### config.mk
export PLATFORM = sky130hd
export DESIGN_NAME = draw_sprite
export DESIGN_NICKNAME = d
export VERILOG_FILES = /design/src/rtl/vga_pkg.sv /design/src/rtl/draw_pipe_delay.sv /design/src/rtl/draw_sprite.sv
export SDC_FILE = /design/constraint.sdc
export NUM_CORES = 1
export LEC_CHECK = 0
export ABC_AREA = 1
export CAP_MARGIN = 10
export CORE_ASPECT_RATIO = 0.75
export CORE_MARGIN = 4
export CORE_UTILIZATION = 40
export DETAILED_ROUTE_END_ITERATION = 10
export PLACE_DENSITY = 0.59
export REMOVE_ABC_BUFFERS = 1
export SETUP_SLACK_MARGIN = 0.1
export SYNTH_ARGS = -nofsm -noshare
export SYNTH_HDL_FRONTEND = slang
export SYNTH_HIERARCHICAL = 1
export SYNTH_SLANG_ARGS = --single-unit
### constraint.sdc
create_clock -name clock -period 3.4 [get_ports clock]
set_clock_uncertainty 0.2 [all_clocks]
set_input_delay 0.68 -clock clock [delete_from_list [all_inputs] [get_ports clock]]
set_output_delay 0.68 -clock clock [all_outputs]
set_load 0.005 [all_outputs]
### src/rtl/vga_pkg.sv
// Shared VGA constants and the sprite-draw FSM state type.
package vga_pkg;
  localparam int SCR_W_DEF  = 160;
  localparam int SCR_H_DEF  = 120;
  localparam int VGA_X_W    = 8;
  localparam int VGA_Y_W    = 7;
  localparam int ROM_ADDR_W = 15;

  typedef enum logic [1:0] {
    S_IDLE,
    S_FETCH,
    S_DRAIN,
    S_DONE
  } state_t;
endpackage

### src/rtl/draw_pipe_delay.sv
// Fixed-depth register delay line; keeps pixel coordinates in step with ROM read latency.
module draw_pipe_delay #(
  parameter int DEPTH = 1,
  parameter int WIDTH = 1
) (
  input  logic             clock,
  input  logic             resetn,
  input  logic [WIDTH-1:0] i_d,
  output logic [WIDTH-1:0] o_q
);
  logic [DEPTH-1:0][WIDTH-1:0] r_pipe;

  always_ff @(posedge clock) begin
    if (!resetn) begin
      r_pipe <= '0;
    end else begin
      r_pipe[0] <= i_d;
      for (int i = 1; i < DEPTH; i++) r_pipe[i] <= r_pipe[i-1];
    end
  end

  assign o_q = r_pipe[DEPTH-1];
endmodule

### src/rtl/draw_sprite.sv
// Raster-scans an external image ROM and plots it at (pos_x,pos_y) with screen clipping.
// Define DRAW_SPRITE_TRANSPARENCY_EN to skip pixels whose colour equals TRANSP_KEY.
module draw_sprite import vga_pkg::*; #(
  parameter int IMG_W    = 160,
  parameter int IMG_H    = 120,
  parameter int SCR_W    = SCR_W_DEF,
  parameter int SCR_H    = SCR_H_DEF,
  parameter int COLOUR_W = 3,
  parameter int ROM_LAT  = 1,
  parameter logic [COLOUR_W-1:0] TRANSP_KEY = '0
) (
  input  logic                  clock,
  input  logic                  resetn,
  input  logic                  start,
  input  logic [VGA_X_W-1:0]    pos_x,
  input  logic [VGA_Y_W-1:0]    pos_y,
  output logic [ROM_ADDR_W-1:0] rom_addr,
  input  logic [COLOUR_W-1:0]   rom_q,
  output logic [VGA_X_W-1:0]    vga_x,
  output logic [VGA_Y_W-1:0]    vga_y,
  output logic [COLOUR_W-1:0]   colour,
  output logic                  plot,
  output logic                  busy,
  output logic                  done
);
  localparam logic [ROM_ADDR_W-1:0] LAST_ADDR  = ROM_ADDR_W'(IMG_W*IMG_H-1);
  localparam logic [VGA_X_W-1:0]    LAST_COL   = VGA_X_W'(IMG_W-1);
  localparam logic [2:0]            LAST_DRAIN = 3'(ROM_LAT-1);
  localparam int                    PW         = 1 + VGA_X_W + VGA_Y_W;

  state_t                  r_state, w_next;
  logic [VGA_X_W-1:0]      r_px, r_col, w_col;
  logic [VGA_Y_W-1:0]      r_py, r_row, w_row;
  logic [ROM_ADDR_W-1:0]   r_addr;
  logic [2:0]              r_drain;
  logic                    w_vld, w_on, w_opaque;
  logic [VGA_X_W:0]        w_sx;
  logic [VGA_Y_W:0]        w_sy;

  always_ff @(posedge clock) begin
    if (!resetn) r_state <= S_IDLE;
    else         r_state <= w_next;
  end

  always_comb begin
    w_next = r_state;
    case (r_state)
      S_IDLE:  if (start) w_next = S_FETCH;
      S_FETCH: if (r_addr == LAST_ADDR) w_next = S_DRAIN;
      S_DRAIN: if (r_drain == LAST_DRAIN) w_next = S_DONE;
      default: w_next = S_IDLE;
    endcase
  end

  always_comb begin
    busy = (r_state != S_IDLE);
    done = (r_state == S_DONE);
  end

  // Linear address counter runs alongside col/row; both stop on the last pixel.
  always_ff @(posedge clock) begin
    if (!resetn) begin
      r_px    <= '0;
      r_py    <= '0;
      r_col   <= '0;
      r_row   <= '0;
      r_addr  <= '0;
      r_drain <= '0;
    end else begin
      case (r_state)
        S_IDLE: if (start) begin
          r_px   <= pos_x;
          r_py   <= pos_y;
          r_col  <= '0;
          r_row  <= '0;
          r_addr <= '0;
        end
        S_FETCH: begin
          r_drain <= '0;
          if (r_addr != LAST_ADDR) begin
            r_addr <= r_addr + 1'b1;
            if (r_col == LAST_COL) begin
              r_col <= '0;
              r_row <= r_row + 1'b1;
            end else begin
              r_col <= r_col + 1'b1;
            end
          end
        end
        S_DRAIN: r_drain <= r_drain + 1'b1;
        default: ;
      endcase
    end
  end

  draw_pipe_delay #(.DEPTH(ROM_LAT), .WIDTH(PW)) u_delay (
    .clock  (clock),
    .resetn (resetn),
    .i_d    ({r_state == S_FETCH, r_col, r_row}),
    .o_q    ({w_vld, w_col, w_row})
  );

  assign w_sx = {1'b0, r_px} + {1'b0, w_col};
  assign w_sy = {1'b0, r_py} + {1'b0, w_row};
  assign w_on = w_vld && (w_sx < (VGA_X_W+1)'(SCR_W)) && (w_sy < (VGA_Y_W+1)'(SCR_H));

`ifdef DRAW_SPRITE_TRANSPARENCY_EN
  assign w_opaque = (rom_q != TRANSP_KEY);
`else
  assign w_opaque = 1'b1;
`endif

  assign rom_addr = r_addr;
  assign plot     = w_on && w_opaque;
  assign vga_x    = w_vld ? w_sx[VGA_X_W-1:0] : '0;
  assign vga_y    = w_vld ? w_sy[VGA_Y_W-1:0] : '0;
  assign colour   = w_vld ? rom_q : '0;
endmodule
* After elaboration in Yosys (flattened, before gate mapping)
Cells that the tools add are included.
** Operators by class
- Add/subtract/negate cells :: 6
- Multipliers :: 0
- Divide/modulo/power cells :: 0
- $lt $le $gt $ge :: 2
- Eq/ne operators :: 11
- Shift-type cells :: 0
- Mux-type cells :: 19
- Bitwise logic cells :: 0
- Reductions and logical operators :: 11
** Operators with widths (count)
- 8-bit 2-to-1 mux :: 4
- 15-bit 2-to-1 mux :: 2
- 15-bit case mux with 2 select lines :: 1
- 7-bit 2-to-1 mux :: 4
- 8-bit case mux with 2 select lines :: 1
- 15-bit by 1-bit adder with 15-bit output, second input constant :: 1
- 15-bit equality test, second input constant :: 1
- 15-bit inequality test, second input constant :: 1
- 7-bit case mux with 2 select lines :: 1
- 2-bit inequality test, second input constant :: 5
- 8-bit by 8-bit adder with 9-bit output :: 1
- 9-bit by 8-bit < comparator with 1-bit output, second input constant :: 1
- 7-bit by 7-bit adder with 8-bit output :: 1
- 8-bit by 1-bit adder with 8-bit output, second input constant :: 1
- 8-bit equality test, second input constant :: 1
- 8-bit by 7-bit < comparator with 1-bit output, second input constant :: 1
- 7-bit by 1-bit adder with 7-bit output, second input constant :: 1
- 2-bit 2-to-1 mux :: 3
- 2-bit case mux with 3 select lines :: 1
- 3-bit case mux with 2 select lines :: 1
- 3-bit AND reduction :: 2
- 2-bit nonzero test :: 3
- 2-bit equality test, second input constant :: 2
- 4-bit AND reduction :: 1
- other kinds (7) :: 8
** Word-level totals
- Flip-flop bits (word level) :: 66
- Bits in latches :: 0
- Bits in writable memories :: 0
- Bits in read-only memories :: 0
- Input port bits :: 21
- Memories kept :: 0

* Longest topological paths before layout
- Depth after elaboration :: 4
- Mapped depth :: 12

* Modules after synthesis
Netlist, hierarchy kept.
** Modules (own cells, without submodules)
- draw_sprite :: instances 1, cells each 539, area each 3432.0 µm², seq. area each 1001.0 µm²
- draw_pipe_delay :: instances 1, cells each 50, area each 484.2 µm², seq. area each 320.3 µm²

* Worst setup path before layout
Ideal clock, no wire load.
- Kind :: register -> output
- Start point :: register r_px[0]
- End point :: output port plot
- Data arrival time :: 1.540 ns
- Required time :: 2.520 ns
- Slack :: 0.980 ns
- Stages on the path, launching flop included :: 12
- Path buffers :: 0
- Cell sequence :: dfxtp_1 ha_1 fa_1 nand2_1 nand2_1 nand3_1 nand2_1 nand2_1 nand2_1 a21oi_1 nand3_1 nor2_1
** Between the ends
- Cells in the longest elaborated chain, start to end :: 4
** RTL lines
- start: declaration :: line draw_sprite.sv:32 : logic [VGA_X_W-1:0] r_px, r_col, w_col;
- start signal: assignment :: line draw_sprite.sv:72 : r_px <= pos_x;
- 8-bit by 8-bit adder with 9-bit output :: line draw_sprite.sv:103 : assign w_sx = {1'b0, r_px} + {1'b0, w_col};
- 9-bit by 8-bit < comparator with 1-bit output :: line draw_sprite.sv:105 : assign w_on = w_vld && (w_sx < (VGA_X_W+1)'(SCR_W)) && (w_sy < (VGA_Y_W+1)'(SCR_H));
- 1-bit logical AND (2 in a row) :: line draw_sprite.sv:105
- end: declaration :: line draw_sprite.sv:22 : output logic plot,
Every way passes these cells.

* Final worst setup path
- Start point :: register r_py[3]
- End point :: output port vga_y[6]
** Between the ends
- Cells in the longest elaborated chain, start to end :: 2
** RTL lines
- start: declaration :: line draw_sprite.sv:33 : logic [VGA_Y_W-1:0] r_py, r_row, w_row;
- start signal: assignment :: line draw_sprite.sv:73 : r_py <= pos_y;
- 7-bit by 7-bit adder with 8-bit output :: line draw_sprite.sv:104 : assign w_sy = {1'b0, r_py} + {1'b0, w_row};
- 7-bit 2-to-1 mux :: line draw_sprite.sv:116 : assign vga_y = w_vld ? w_sy[VGA_Y_W-1:0] : '0;
- end: declaration :: line draw_sprite.sv:20 : output logic [VGA_Y_W-1:0] vga_y,
Every way passes these cells.

==> out/metrics.csv <==
metric,value,unit
clock share of power,33.4,%
Clock Tree Root,clkbuf_16,
Synth Area per Inst,6.65,um^2
port bufs,56,
Post-CTS Setup Repair Bufs,0,
"Cell Area, Synth",0.00392,mm^2
Synth Area in XOR/XNOR,3.13,%
sequential area share after synthesis,33.7,%
P_leak,2.14,nW
worst vdd ir,0.000288,V
Slew HR,32.1,%
Slew Limit Fails,0,
Worst setup EP type,output port,
CP max FO,6,
mux cell area share after synthesis,0,%
initial antenna violation count,0,
r2r setup slk,1000,ps
routed vias/inst,4.80,
Starting Density,42.1,%
Least-Margin Pin Slew,1020,ps
final WL,9720,um
combinational group share of total power,31.3,%
Core Footprint,0.00931,mm^2
1st-pass router iterations,4,
Worst Path Required,2520,ps
clock sink count,66,
run status,completed,
via count,3728,
Post-CTS Hold Buffers,0,
FP Rows,30,
Final period util,92.5,%
Ys Warns,6,
Final Setup Violations,0,
crit path DAT,2260,ps
sequential share of power,35.2,%
number of synthesized flops with an enable pin,0,
"CTS clk-pin slew, worst paths",50,ps
Final Hold Viols,0,
Switching Share,35.5,%
CTS tree,yes,
die width,122,um
CTS Buf Count,9,
Synth area leader,dfxtp_1,
Wirelength per Cell,12.5,um
post-synth top area share,33.7,%
WS Path Type,register to output port,
Post-Synth Adder-Cell Area,9.01,%
Critical path origin,r_py[3],
DIE HEIGHT,93.7,um
DRC,0,
vias in the first global route,3470,
Hold Slack,275,ps
Post-DP HPWL,7010,um
RSZ-0062 raised after global routing,yes,
Hold Startpoint,r_row[4],
Final ANT Viol Nets,0,
number of distinct library cells after synthesis,31,
1st-iter DRT viols,204,
largest family of logic cells by synthesized area,simple AND/OR/NAND/NOR gates,
prevailing post-synth register cell,dfxtp_1,
P_int,0.00172,W
clock buffer depth,2,
gr ovfl total,0,
share of layout cells above drive strength 1,5.09,%
Final TNS setup,0,ps
# IOs,57,
asr flop ratio synth,0,%
largest net degree at the start of global routing,36,
largest cells by area after synthesis,"dfxtp_1 (34%), nand2_1 (15%), nor2_1 (9.5%), ha_1 (8.0%), inv_1 (7.0%)",
max frequency,0.318,GHz
Yosys reg bits,66,
crit path launch type,register,
Synth-to-Final Area Change,23.5,%
Diodes inserted,0,
global-route wire length before repair,16200,um
worst reg2reg path startpoint,r_state[1],
max cap viols,0,
Global Route Usage Sum,17.7,%
Final #Nets,691,
gp weighted congestion,0.848,
Worst Hold Class,register to register,
post-synthesis compound-gate area fraction,8.82,%
die footprint,0.0115,mm^2
Simple-Gate Fraction of Synth Area,35.0,%
Tmin final,3140,ps
sw power,0.000945,W
H-tree Lvls,3,
clk_lat worst skew,330,ps
Syn Inst Count,589,
Synth top cells by count,"nand2_1 (161), nor2_1 (99), inv_1 (73)",
most numerous cell in the Yosys netlist,nand2_1,
P per Cell Area,550,mW/mm^2
## layer usage
layer	GRT usage, %	share of wire (%)	vias to the layer above
met3	4.03	4.5	14
met5	0	0	-
met1	24.1	50	1673
met2	27.4	44	74
li1	-	-	1967
met4	6.34	1.7	0
## power groups by stage
stage | Clock, W | Combinational [W] | Sequential [W]
final | 0.000890 | 0.000834 | 0.000937
after detailed placement | 0 | 0.000835 | 0.000953
after CTS | 0.000919 | 0.000843 | 0.000937
after global routing | 0.000948 | 0.000944 | 0.000949
after floorplan | 0 | 0.000530 | 0.000939
after global placement | 0 | 0.000820 | 0.000949
## layout make-up
| class | count | area [um^2] |
|---|---|---|
| fill | 982 | 4470 |
| multi-input combinational | 431 | 2190 |
| sequential | 66 | 1320 |
| timing repair buffer | 60 | 592 |
| inverter | 75 | 282 |
| clock buffer | 10 | 229 |
| tap | 128 | 160 |
| clock inverter | 6 | 57.6 |
## state kept, by name, summed over array words and instances (netlist names)
signal       count
u_delay/o_q     16
rom_addr        15
r_col            8
r_px             8
r_py             7
r_row            7
r_drain          3
r_state          2
## path summary, 6_finish.rpt
path / end / cells past startpoint
worst max register to register: r_row[6] / 6
worst min register to register: u_delay/o_q[4] / 2
worst min-delay path: u_delay/o_q[4] / 2
worst max-delay path: vga_y[6] / 8
## repair_timing
action | 4_1_cts | 5_1_grt
setup endpoints to repair | 1 | 3
hold endpoints to repair | 0 | 0
resized for setup | 2 | 2
## cells by family after synthesis
group	count (synthesis)
XOR/XNOR	14
AO/OA/AOI/OAI	68
buffers and inverters	92
adder cells (fa/ha/maj)	27
AND/OR/NAND/NOR	322
flip-flops	66
## placed cells by master, fill, tap and decap left out, drive strengths merged, types with 2 or more instances in the layout
cell / count
buf: 4
ha: 25
fa: 2
nand2: 167
nand3b: 4
nor2: 101
nand3: 23
clkbuf: 10
dfxtp: 66
xor2: 11
nand4: 15
a21oi: 42
nor3: 4
clkdlybuf4s50: 54
xnor2: 3
nor3b: 5
o21ai: 24
clkinv: 5
inv: 74
## worst max-delay path, cell delays in order, from the launching register on
cell and delay [ps]:
dfxtp_1 310, ha_1 360, a21oi_1 250, or2_2 170
nand3_1 70, nand2_1 70, nand2_1 60, nor2_1 120
clkdlybuf4s50_1 520
## stage by stage
stage	instance area, um^2	utilization, %	power [W]	cells	setup slack [ps]
floorplan	3790	-	0.00147	572	980
global placement	4550	48.8	0.00177	760	386
detailed placement	4550	48.8	0.00179	760	349
CTS	4830	51.9	0.00270	776	236
global route	4840	51.9	0.00284	776	97.8
finish	4840	51.9	0.00266	776	256
Power figures use the tool's default switching activity.
